## src/rtl/calculator_pkg.sv

```systemverilog
// Shared types and widths for the calculator SRAM datapath and its port arbiter.
// Pure declarations; no timing or backpressure of its own.
package calculator_pkg;

   localparam int ADDR_W = 9;
   localparam int DATA_W = 64;
   localparam int HALF_W = DATA_W / 2;
   localparam int CNT_W  = 16;

   typedef enum logic [1:0] {
      S_ARB_IDLE = 2'd0,
      S_ARB_OWN0 = 2'd1,
      S_ARB_OWN1 = 2'd2
   } arb_state_t;

   typedef struct packed {
      logic              en;
      logic              we;
      logic [ADDR_W-1:0] addr;
      logic [DATA_W-1:0] wdata;
   } mem_req_t;

   // Read-return tag captured at the transfer so an ownership switch cannot misroute it.
   typedef struct packed {
      logic vld;
      logic owner;
   } rd_tag_t;

   function automatic arb_state_t own_state(input logic owner);
      return owner ? S_ARB_OWN1 : S_ARB_OWN0;
   endfunction

   function automatic logic [CNT_W-1:0] sat_inc(input logic [CNT_W-1:0] v);
      return (v == {CNT_W{1'b1}}) ? v : v + CNT_W'(1);
   endfunction

endpackage

```

## src/rtl/sram_port_arbiter_rr_pick.sv

```systemverilog
// Two-way round-robin pick: single requester wins outright, a tie goes to the non-last owner.
// Combinational, zero latency; no backpressure.
module arb_rr_pick (
   input  logic [1:0] req,
   input  logic       last_owner,
   output logic       next_owner
);

   always_comb begin
      next_owner = last_owner;
      case (req)
         2'b01:   next_owner = 1'b0;
         2'b10:   next_owner = 1'b1;
         2'b11:   next_owner = ~last_owner;
         default: next_owner = last_owner;
      endcase
   end

endmodule

```

## src/rtl/sram_port_arbiter.sv

```systemverilog
// Arbitrates the calculator controller and host loader onto one split-bank SRAM port.
// Grant one cycle after request, read data one cycle after transfer; losers wait while req held.
module sram_port_arbiter
   import calculator_pkg::*;
#(
   parameter int BURST_MAX = 16
) (
   input  logic              clk,
   input  logic              rst,
   input  logic [1:0]        req_i,
   input  logic [1:0]        lock_i,
   input  logic [1:0]        we_i,
   input  logic [ADDR_W-1:0] addr0_i,
   input  logic [ADDR_W-1:0] addr1_i,
   input  logic [DATA_W-1:0] wdata0_i,
   input  logic [DATA_W-1:0] wdata1_i,
   output logic [1:0]        gnt_o,
   output logic [1:0]        rvalid_o,
   output logic [DATA_W-1:0] rdata_o,
   output logic              mem_en_o,
   output logic              mem_we_o,
   output logic [ADDR_W-1:0] mem_addr_o,
   output logic [HALF_W-1:0] mem_wdata_lo_o,
   output logic [HALF_W-1:0] mem_wdata_hi_o,
   input  logic [HALF_W-1:0] mem_rdata_lo_i,
   input  logic [HALF_W-1:0] mem_rdata_hi_i,
   output logic [CNT_W-1:0]  xfer_cnt0_o,
   output logic [CNT_W-1:0]  xfer_cnt1_o
);

   localparam int BC_W = $clog2(BURST_MAX + 1);
   localparam logic [BC_W-1:0] BURST_LAST = BC_W'(BURST_MAX - 1);

   arb_state_t       state_q, state_d;
   logic             last_owner_q;
   logic [BC_W-1:0]  burst_cnt_q;
   rd_tag_t          rd_tag_q;
   mem_req_t         mem_req;
   logic [CNT_W-1:0] xfer_cnt0_q, xfer_cnt1_q;

   logic own_vld, cur_owner, oth_owner, xfer, burst_done, pick_owner;

   assign own_vld    = (state_q != S_ARB_IDLE);
   assign cur_owner  = (state_q == S_ARB_OWN1);
   assign oth_owner  = ~cur_owner;
   assign xfer       = own_vld & req_i[cur_owner];
   assign burst_done = xfer & (burst_cnt_q == BURST_LAST);

   arb_rr_pick u_rr_pick (
      .req        (req_i),
      .last_owner (last_owner_q),
      .next_owner (pick_owner)
   );

   always_ff @(posedge clk or posedge rst) begin
      if (rst) begin
         state_q      <= S_ARB_IDLE;
         last_owner_q <= 1'b1;
      end else begin
         state_q <= state_d;
         if (state_d != state_q && state_d != S_ARB_IDLE)
            last_owner_q <= (state_d == S_ARB_OWN1);
      end
   end

   always_comb begin
      state_d = state_q;
      case (state_q)
         S_ARB_IDLE: begin
            if (|req_i)
               state_d = own_state(pick_owner);
         end
         S_ARB_OWN0, S_ARB_OWN1: begin
            if (!req_i[cur_owner])
               state_d = req_i[oth_owner] ? own_state(oth_owner) : S_ARB_IDLE;
            else if (burst_done && !lock_i[cur_owner] && req_i[oth_owner])
               state_d = own_state(oth_owner);
         end
         default: state_d = S_ARB_IDLE;
      endcase
   end

   always_comb begin
      gnt_o         = 2'b00;
      mem_req       = '0;
      mem_req.addr  = cur_owner ? addr1_i : addr0_i;
      mem_req.wdata = cur_owner ? wdata1_i : wdata0_i;
      case (state_q)
         S_ARB_OWN0: gnt_o = 2'b01;
         S_ARB_OWN1: gnt_o = 2'b10;
         default:    gnt_o = 2'b00;
      endcase
      if (xfer) begin
         mem_req.en = 1'b1;
         mem_req.we = we_i[cur_owner];
      end
   end

   // A full burst that does not hand over (locked or uncontested) restarts the count.
   always_ff @(posedge clk or posedge rst) begin
      if (rst)
         burst_cnt_q <= '0;
      else if (state_d != state_q || burst_done)
         burst_cnt_q <= '0;
      else if (xfer)
         burst_cnt_q <= burst_cnt_q + BC_W'(1);
   end

   always_ff @(posedge clk or posedge rst) begin
      if (rst) begin
         rd_tag_q    <= '0;
         xfer_cnt0_q <= '0;
         xfer_cnt1_q <= '0;
      end else begin
         rd_tag_q <= '{vld: xfer & ~we_i[cur_owner], owner: cur_owner};
         if (xfer && !cur_owner)
            xfer_cnt0_q <= sat_inc(xfer_cnt0_q);
         if (xfer && cur_owner)
            xfer_cnt1_q <= sat_inc(xfer_cnt1_q);
      end
   end

   assign mem_en_o       = mem_req.en;
   assign mem_we_o       = mem_req.we;
   assign mem_addr_o     = mem_req.addr;
   assign mem_wdata_lo_o = mem_req.wdata[HALF_W-1:0];
   assign mem_wdata_hi_o = mem_req.wdata[DATA_W-1:HALF_W];

   assign rvalid_o    = {rd_tag_q.vld & rd_tag_q.owner, rd_tag_q.vld & ~rd_tag_q.owner};
   assign rdata_o     = {mem_rdata_hi_i, mem_rdata_lo_i};
   assign xfer_cnt0_o = xfer_cnt0_q;
   assign xfer_cnt1_o = xfer_cnt1_q;

endmodule

```

## config.mk

```make
export PLATFORM = sky130hd
export DESIGN_NAME = sram_port_arbiter
export DESIGN_NICKNAME = d
export VERILOG_FILES = /design/src/rtl/calculator_pkg.sv /design/src/rtl/sram_port_arbiter_rr_pick.sv /design/src/rtl/sram_port_arbiter.sv
export SDC_FILE = /design/constraint.sdc
export NUM_CORES = 1
export LEC_CHECK = 0
export BUFFER_PORTS_ARGS = -buffer_cell sky130_fd_sc_hd__buf_2
export CORE_AREA = 2 2 153 155
export DETAILED_ROUTE_END_ITERATION = 8
export DIE_AREA = 0 0 155 157
export HOLD_SLACK_MARGIN = 0.12
export PLACE_DENSITY = 0.41
export SLEW_MARGIN = 25
export SYNTH_ARGS = -nofsm -noshare
export SYNTH_HDL_FRONTEND = slang
export SYNTH_HIERARCHICAL = 1
export SYNTH_SLANG_ARGS = --single-unit
```

## constraint.sdc

```tcl
create_clock -name clk -period 3.6 [get_ports clk]
set_input_delay 0 -clock clk [delete_from_list [all_inputs] [get_ports clk]]
set_output_delay 0 -clock clk [all_outputs]
set_load 0.03 [all_outputs]
```

==> results.yml <==
grt:
  grt-ovfl-total: 0
  top_usage_layer: "met2"
  grt_max_degree: 46
  use_met1_pct: 19.2
  antenna_found_initial: 21
  grt_usage_pct: 14.9
  grt_pass1_wl_mm: 25.6
  met2_usage_pct: 21.6
  grt_pass1_vias: 3655
  grt_util_met3_pct: 8.89
setup_path:
  crit_start: "state_q[0]$_DFF_PP0_"
  cp-end-kind: "flip-flop"
  crit_end: "burst_cnt_q[2]$_DFFE_PP0P_"
  cp.required_ns: 3.75
  cp_max_fo: 38
  r2r_start: "state_q[0]$_DFF_PP0_"
  reg2reg_depth: 7
  r2r_setup_slack_ns: 0.73
  r2r-end: "burst_cnt_q[2]$_DFFE_PP0P_"
  critPathKind: "reg -> reg"
  cp.arrival_ns: 3.03
  cp-start-kind: "flip-flop"
yosys:
  synthTopCellsByArea: "dfrtp_1 (28%), mux2_2 (23%), buf_4 (13%)"
  syn-cell-area_sq_um: 3710
  ys_types: 52
  yosysMostFrequentCell: "mux2_2"
  ys.flop_type: "dfrtp_1"
  synthTopCellsByCount: "mux2_2 (76), buf_4 (65), dfrtp_1 (41)"
  seq_area_frac_synth_pct: 28.4
  syn_inst: 374
  synth_top_area_cell: "dfrtp_1"
  synth.avg_cell_area_sq_um: 9.91
  syn_nets: 601
  ys_seq_elements: 42
  synth_warnings: 6
  synth_edf_count: 0
  async_flop_share_pct: 100
  synth_top_area_share_pct: 27.7
finish:
  syn_to_final_growth_pct: 53.9
  drive_gt1_share_pct: 56.8
  design_area_sq_um: 5700
  nNetsFinal: 862
sta:
  tns_ns: 0
  period_minus_slack_ns: 2.87
  layout_worst_path_cycle_share_pct: 79.9
  finalHoldViolCount: 0
  max_freq_mhz: 348
  tightest_slew_ns: 0.640
  rsz0062_at_grt: "no"
  setup_ws_ns: 0.725
  slew_headroom_pct: 57.4
  setup_viol: 0
  slew_viol_final: 0
  skew_ns: 0.00741
clock_tree:
  htreeDepth: 2
  cts_resized: 0
  cts_buffers: 5
  root_buffer: "clkbuf_16"
  clk_pin_slew_ns: 0.06
  cts_tree: "built"
  clock_path_buffers: 2
  clock-sinks: 42
  clk_latency_ns: 0.29
floorplanning:
  die_h_microns: 157
  fp-row-count: 55
  io_pins: 393
  core_area_sq_um: 22500
  initial_core_util_pct: 16.5
  die_w_microns: 155
  dieArea_sq_um: 24300
detailed_routing:
  drt_iter0_markers: 192
  vias: 3740
  drt-pass1-iter-count: 4
  routed_wl_mm: 19.7
  final_antenna_net_count: 0
  wire_per_inst_microns: 21.2
  viasPerCell: 4.03
  drc_errors: 0
placed_design:
  dpl_worst_slack_ns: 0.713
  place.gp.congestion: 0.828
  io_buffers: 264
  hpwl_mm: 16.2
  dpl_cell_area_sq_um: 4870
power_and_ir_drop:
  seq_power_share_pct: 19.4
  p_int_uw: 1690
  p_sw_share_pct: 51.0
  leakage_uw: 0.00278
  power_uw: 3450
  power_frac_clock_pct: 14.8
  switchingPower_uw: 1760
  powerDensity_nw_per_um2: 606
  max-vdd-ir-drop_uv: 177
  p_comb_share_pct: 65.8
worst_hold_path:
  hp-class: "in -> reg"
outcome:
  status: "finished clean"
run:
  maxCapViolCount: 0
state kept, by name, indices dropped and copies added, names as in the netlist:
name          flops
rd_tag_q          2
burst_cnt_q       5
xfer_cnt0_o      16
xfer_cnt1_o      16
last_owner_q      1
state_q           2
power by group through the flow:
| stage | logic (uW) | clock network, uW | registers (uW) |
|---|---|---|---|
| 6_report | 2270 | 511 | 671 |
| 5_1_grt | 2420 | 543 | 688 |
| 4_1_cts | 2300 | 528 | 671 |
| 3_5_place_dp | 2150 | 0 | 679 |
| 3_3_place_gp | 2170 | 0 | 681 |
| 2_1_floorplan | 1540 | 0 | 751 |
placed cells by master (no fill, tap or decap), types with 7 or more instances in the layout:
master           n
buf_2          264
nor3_1           8
nand3_1         12
mux2_2          76
dlygate4sd3_1   65
nand4_1          7
xnor2_1         14
dfrtp_1         41
diode_2          7
inv_1           14
xor2_1          19
ha_1             8
nand2_1         12
nor2_1          12
what timing repair did:
action,CTS,global route
setup buffers,0,0
hold buffers,65,0
endpoints found under the setup margin,0,0
endpoints found under the hold margin,88,0
how the worst min path moves through the flow:
stage | start | to | slack (ns) | cells after the start
final | we_i[0] | rd_tag_q[1]$_DFF_PP0_ | 0.15 | 3
after global routing | we_i[0] | rd_tag_q[1]$_DFF_PP0_ | 0.15 | 3
after CTS | we_i[0] | rd_tag_q[1]$_DFF_PP0_ | 0.13 | 3
after detailed placement | mem_rdata_lo_i[0] | rdata_o[0] | 0.0002 | 0
after global placement | mem_rdata_lo_i[0] | rdata_o[0] | 0.0002 | 0
after floorplan | mem_rdata_lo_i[0] | rdata_o[0] | 0.13 | 1
critical path: stages (launching register included):
cell and delay, ns:
dfrtp_1 0.47, clkinv_1 0.34, ha_4 0.42, or3b_4 0.47
a2111oi_4 0.41, o311ai_2 0.21, o2111ai_4 0.32, a211oi_1 0.09
per-stage QoR:
step / utilization, % / hold slack [ns] / instances
after floorplan: - / 0.132 / 374
after global routing: 25.3 / 0.145 / 921
after detailed placement: 21.6 / 0.000205 / 848
final: 25.3 / 0.149 / 928
after global placement: 21.6 / 0.000205 / 848
after CTS: 25.3 / 0.134 / 921
logic make-up after synthesis:
logic type,count (synthesis),share of synthesized area [%]
buf+inv,95,16.5
flops,42,28.4
mux,79,24.0
compound gates,31,7.43
fa+ha+maj,9,3.04
xor+xnor,33,7.80
simple gates,85,12.8
cell type report:
type,instances,area [sq um]
clock buffers,5,125
clock inverters,3,40.0
fillers,2470,16800
repair buffers,332,1990
diodes,7,17.5
multi-input cells,237,2050
well taps,285,357
flip-flops and latches,42,1050
inverters,17,63.8
per-layer routing:
layer,wire [microns],up-vias
li1,-,1796
met1,8030,1711
met2,8530,220
met3,2970,9
met4,108,4
met5,26,-
No activity file was read; power rests on OpenSTA's default activity.
